--- src/rtl/sar_compare_search_if.sv ---
// Bus between the successive-approximation controller and its comparator/host.
// master = controller side, slave = comparator and start-request side.
interface sar_compare_search_if #(
  parameter int WIDTH = 4
);
  logic             start;
  logic [2:0]       cm;
  logic [WIDTH-1:0] trial;
  logic             busy;
  logic             done;
  logic [WIDTH-1:0] result;
  logic             exact;
  logic             err;

  modport master (
    input  start,
    input  cm,
    output trial,
    output busy,
    output done,
    output result,
    output exact,
    output err
  );

  modport slave (
    output start,
    output cm,
    input  trial,
    input  busy,
    input  done,
    input  result,
    input  exact,
    input  err
  );
endinterface

--- src/rtl/sar_compare_search.sv ---
// Binary-search controller: drives a trial word into a combinational magnitude
// comparator and resolves the unknown B operand MSB first, exiting early on equality.
module sar_compare_search #(
  parameter int WIDTH = 4
) (
  input  logic                 clk,
  input  logic                 rst,
  sar_compare_search_if.master bus
);

  localparam int IW = $clog2(WIDTH);

  localparam logic [1:0] S_IDLE = 2'd0;
  localparam logic [1:0] S_TEST = 2'd1;
  localparam logic [1:0] S_FIN  = 2'd2;

  logic [1:0]       state_q,  state_d;
  logic [WIDTH-1:0] trial_q,  trial_d;
  logic [IW-1:0]    idx_q,    idx_d;
  logic             busy_q,   busy_d;
  logic             done_q,   done_d;
  logic [WIDTH-1:0] result_q, result_d;
  logic             exact_q,  exact_d;
  logic             err_q,    err_d;
  logic [WIDTH-1:0] next_trial;

  always_comb begin
    state_d    = state_q;
    trial_d    = trial_q;
    idx_d      = idx_q;
    busy_d     = busy_q;
    done_d     = 1'b0;
    result_d   = result_q;
    exact_d    = exact_q;
    err_d      = err_q;
    next_trial = trial_q;

    case (state_q)
      S_IDLE: begin
        trial_d = '0;
        busy_d  = 1'b0;
        if (bus.start) begin
          trial_d[WIDTH-1] = 1'b1;
          idx_d    = IW'(WIDTH - 1);
          busy_d   = 1'b1;
          result_d = '0;
          exact_d  = 1'b0;
          err_d    = 1'b0;
          state_d  = S_TEST;
        end
      end

      S_TEST: begin
        case (bus.cm)
          3'b010: begin
            result_d = trial_q;
            exact_d  = 1'b1;
            busy_d   = 1'b0;
            done_d   = 1'b1;
            state_d  = S_FIN;
          end
          3'b100, 3'b001: begin
            // trial above B drops the bit under test; trial below B keeps it
            if (bus.cm == 3'b100) begin
              next_trial[idx_q] = 1'b0;
            end
            if (idx_q == '0) begin
              trial_d  = next_trial;
              result_d = next_trial;
              exact_d  = 1'b0;
              busy_d   = 1'b0;
              done_d   = 1'b1;
              state_d  = S_FIN;
            end else begin
              next_trial[idx_q - IW'(1)] = 1'b1;
              trial_d = next_trial;
              idx_d   = idx_q - IW'(1);
            end
          end
          default: begin
            err_d    = 1'b1;
            result_d = '0;
            exact_d  = 1'b0;
            busy_d   = 1'b0;
            done_d   = 1'b1;
            state_d  = S_FIN;
          end
        endcase
      end

      S_FIN: begin
        trial_d = '0;
        busy_d  = 1'b0;
        state_d = S_IDLE;
      end

      default: begin
        trial_d = '0;
        busy_d  = 1'b0;
        state_d = S_IDLE;
      end
    endcase
  end

  always_ff @(posedge clk or posedge rst) begin
    if (rst) begin
      state_q  <= S_IDLE;
      trial_q  <= '0;
      idx_q    <= '0;
      busy_q   <= 1'b0;
      done_q   <= 1'b0;
      result_q <= '0;
      exact_q  <= 1'b0;
      err_q    <= 1'b0;
    end else begin
      state_q  <= state_d;
      trial_q  <= trial_d;
      idx_q    <= idx_d;
      busy_q   <= busy_d;
      done_q   <= done_d;
      result_q <= result_d;
      exact_q  <= exact_d;
      err_q    <= err_d;
    end
  end

  assign bus.trial  = trial_q;
  assign bus.busy   = busy_q;
  assign bus.done   = done_q;
  assign bus.result = result_q;
  assign bus.exact  = exact_q;
  assign bus.err    = err_q;

endmodule

--- src/flat_wrapper.sv ---
// flat-port wrapper written by rule: the top's interface ports become plain ports
module sar_compare_search_flat 
#(
  parameter int WIDTH = 4
)
  (clk, rst, bus_start, bus_cm, bus_trial, bus_busy, bus_done, bus_result, bus_exact, bus_err);
  sar_compare_search_if #(.WIDTH(WIDTH)) bus_i ();
  input  logic clk;
  input  logic rst;
  input wire logic [$bits(bus_i.start)-1:0] bus_start;
  input wire logic [$bits(bus_i.cm)-1:0] bus_cm;
  output wire logic [$bits(bus_i.trial)-1:0] bus_trial;
  output wire logic [$bits(bus_i.busy)-1:0] bus_busy;
  output wire logic [$bits(bus_i.done)-1:0] bus_done;
  output wire logic [$bits(bus_i.result)-1:0] bus_result;
  output wire logic [$bits(bus_i.exact)-1:0] bus_exact;
  output wire logic [$bits(bus_i.err)-1:0] bus_err;
  assign bus_i.start = bus_start;
  assign bus_i.cm = bus_cm;
  assign bus_trial = bus_i.trial;
  assign bus_busy = bus_i.busy;
  assign bus_done = bus_i.done;
  assign bus_result = bus_i.result;
  assign bus_exact = bus_i.exact;
  assign bus_err = bus_i.err;
  sar_compare_search #(.WIDTH(WIDTH)) u_core (.clk(clk), .rst(rst), .bus(bus_i));
endmodule
--- config.mk ---
export PLATFORM = sky130hd
export DESIGN_NAME = sar_compare_search_flat
export DESIGN_NICKNAME = d
export VERILOG_FILES = /design/src/rtl/sar_compare_search_if.sv /design/src/rtl/sar_compare_search.sv /design/src/flat_wrapper.sv
export SDC_FILE = /design/constraint.sdc
export NUM_CORES = 1
export LEC_CHECK = 0
export BUFFER_PORTS_ARGS = -buffer_cell sky130_fd_sc_hd__buf_4
export CAP_MARGIN = 0
export CORE_MARGIN = 2
export CORE_UTILIZATION = 47
export DETAILED_ROUTE_END_ITERATION = 16
export GPL_TIMING_DRIVEN = 0
export PLACE_DENSITY = 0.7
export SLEW_MARGIN = 20
export SYNTH_ARGS = -nofsm -noshare
export SYNTH_HDL_FRONTEND = slang
export SYNTH_SLANG_ARGS = --single-unit
--- constraint.sdc ---
create_clock -name clk -period 1.9 [get_ports clk]
set_clock_uncertainty 0.2 [all_clocks]
set_input_delay 0.095 -clock clk [delete_from_list [all_inputs] [get_ports clk]]
set_output_delay 0.095 -clock clk [all_outputs]
set_load 0.005 [all_outputs]
==> reports/summary.txt <==
Status = finished, final reports clean
Crit path max-delay family = compound AO/OA/AOI/OAI gates
Setup-failing EPs final = 0
Detailed placement HPWL = 1.339 mm
Detailed Route WL = 1.894 mm
Fin Hold WS = 0.2415 ns
Fin crit share = 94.70%
Post-synthesis cell count = 81
P per Cell Area = 983.6 nW/µm²
MaxCap Viol Count = 0
Reg2Reg Depth = 5
Synthesized flop and latch total = 16
Final Max Tran Viols = 0
Synthesized area = 850.8 µm²
Antenna Nets Post-Route = 0
Reg2Reg Capture Point = u_core.bus.result[0]
Die area = 2166 µm²
Postcts setup bufs = 0
Drt pass-1 iters = 4
Slew @ Worst Pin = 0.6060 ns
Depth of the CTS H-tree = 1
Die W = 46.55 µm
Nets = 117
Slowest stage delay, CP = 0.46 ns
Syn nets = 91
CTS sink count = 16
CP Max Fanout = 6
Pleak = 0.5004 nW
Tmin final = 1.799 ns
RR Startpoint = u_core.idx_q[0]
CP endpoint kind = flop
CP cell instances = inv_1 -> ha_2 -> nor2_1 -> a311o_2 -> a32o_1
GP Congestion = 0.7412
CTS buffer count = 3
Total number of vias = 736
Syn avg cell area = 10.50 µm²
Min-Delay Path Class = input pin to async pin
Std cell rows = 15
Vias in the first global route = 684
Layout cells sized above 1 = 28.30%
Leading post-synthesis cells by cell area = dfrtp_1 (47%), a32o_1 (5.9%), ha_1 (5.9%)
Worst EP arrival = 1.78 ns
DRC = 0
Share of the yosys chip area belonging to registers = 47.06%
TritonCTS clock tree = built
Reg2reg setup slack = 0.10 ns
Total GRT Usage = 19.19%
Global-route wire length before repair = 2.946 mm
Antenna diodes = 0
GR Overflow Total = 0
Core area = 1708 µm²
Synth unique cells = 29
IO Port Bufs = 16
Yosys warnings = 0
Worst VDD drop = 651.0 µV
Post-DR wirelength/cell = 14.46 µm
Chip height = 46.55 µm
Ports = 18
Vias/cell = 5.618
Max-slew headroom = 59.55%
DR iter-0 viols = 6
Critical Path RT = 1.88 ns
Clk root buf = clkbuf_4
Max Root-Sink Buffers = 2
Largest net degree at the start of global routing = 17
Initial antenna violation count = 0
Critical path type = flop to flop
Final count of hold timing violations = 0
Synthesis-to-finish area growth = 28.68%
Clock-pin transition on the worst setup and hold timing paths = 0.10 ns
Yosys top cell area share = 47.06%
Fmax = 555.7 MHz
Final TNS setup = 0 ns
Clk_lat worst skew = 0.28 ns
Starting Density = 49.82%
Crit path buffers/inverters = 1
Largest area contributor in the netlist = dfrtp_1
RSZ-0062 raised after global routing = no
CP max stage cell = dfrtp_2
Startpoint types = flop
[area by class of cell]
class                   count  area (µm²)
inverters                   7       26.28
plain buffers               4       27.53
flip-flops and latches     16       401.6
well taps                  25       31.28
clock buffers               4       36.28
fillers                   134       613.1
multi-input cells          54       401.6
repair buffers             21       170.2
[cell usage after synthesis]
cell type and count:
a311o_2 1, o22ai_1 4, buf_6 1, o21ba_2 1, or3b_1 1, nor2_1 6, a221oi_1 1, xor2_4 1
nand3b_1 1, xnor2_1 1, nand3_1 3, nand2b_1 4, o211ai_1 2, clkbuf_2 1, a311oi_1 2, and2_2 1
a21oi_2 1, nand2_1 1, dfrtp_1 16, a32o_1 5, inv_1 7, clkbuf_1 1, a21oi_1 8, nand4_1 1
nor2b_1 1, o21ai_0 3, ha_1 4, a22o_1 1, buf_2 1
[registers in the layout (all words and copies together) (netlist names)]
signal and count:
u_core.bus.done 1, u_core.idx_q 2, u_core.bus.err 1, u_core.bus.trial 4, u_core.bus.busy 1, u_core.state_q 2
u_core.bus.exact 1, u_core.bus.result 4
[tightest hold or removal path: cells and delay by family]
kind | cells | cell delay (ns)
buf+inv | 3 | 1.11
[routing by layer]
layer  up-vias  GRT usage [%]  share of wire [%]  wire length, µm
li1        347              -                  -                -
met2        17          33.61                 51              969
met3         2          3.529                3.6               69
met4         0          5.714               0.37                7
met5         -              0                  0                0
met1       370          23.61                 45              847
[metrics by stage]
step	cells	cell area (µm²)	worst slack, ns	power [W]	utilization, %
final	131	1095	0.1006	0.001077	64.10
after global routing	131	1095	0.01349	0.001148	64.10
after CTS	131	1089	0.008751	0.001072	63.74
after detailed placement	122	1002	0.03127	0.0008366	58.68
after global placement	122	1002	0.07233	0.0008227	58.68
after floorplan	81	850.8	0.2606	0.0006918	-
[kinds of logic after synthesis]
logic type / count (synthesis) / synth area share (%)
flops: 16 / 47.06
buf+inv: 11 / 6.028
simple gates: 19 / 12.06
xor+xnor: 2 / 4.265
compound gates: 29 / 24.71
fa+ha+maj: 4 / 5.883
[what timing repair did]
| action | in CTS | in global routing |
|---|---|---|
| hold buffers | 5 | 0 |
| hold endpoints to repair | 22 | 0 |
| endpoints found under the setup margin | 0 | 8 |
| resized for setup | 0 | 3 |
[how the worst max path moves through the flow]
stage,to,startpoint,depth (start not counted),slack (ns)
2_1_floorplan,u_core.bus.exact,u_core.idx_q[0],5,0.26
3_3_place_gp,u_core.bus.result[3],u_core.idx_q[0],6,0.07
3_5_place_dp,u_core.bus.result[3],u_core.idx_q[0],6,0.03
4_1_cts,u_core.bus.result[3],u_core.idx_q[0],6,0.009
5_1_grt,u_core.idx_q[0],u_core.idx_q[0],6,0.01
6_report,u_core.bus.result[0],u_core.idx_q[0],5,0.10
[cells in the final DEF (no fill, tap or decap), drive strengths merged]
| master | n |
|---|---|
| buf | 17 |
| dlygate4sd3 | 5 |
| a21oi | 9 |
| o21ai | 3 |
| or3b | 1 |
| a32o | 5 |
| inv | 7 |
| clkbuf | 7 |
| nand3b | 1 |
| o22ai | 4 |
| a221oi | 1 |
| nand2b | 4 |
| nor2 | 6 |
| xnor2 | 1 |
| nand2 | 1 |
| xor2 | 1 |
| o21ba | 1 |
| and2 | 1 |
| a311o | 1 |
| dfrtp | 16 |
| nand3 | 3 |
| nor2b | 1 |
| a22o | 1 |
| a311oi | 2 |
| ha | 4 |
| o211ai | 2 |
| nand4 | 1 |
[report_power, final]
part           internal, W  switching [W]  leakage [nW]
combinational     0.000179       0.000202         0.274
sequential        0.000408      0.0000589         0.206
clock             0.000117       0.000113        0.0210
No activity file was read; power rests on OpenSTA's default activity.
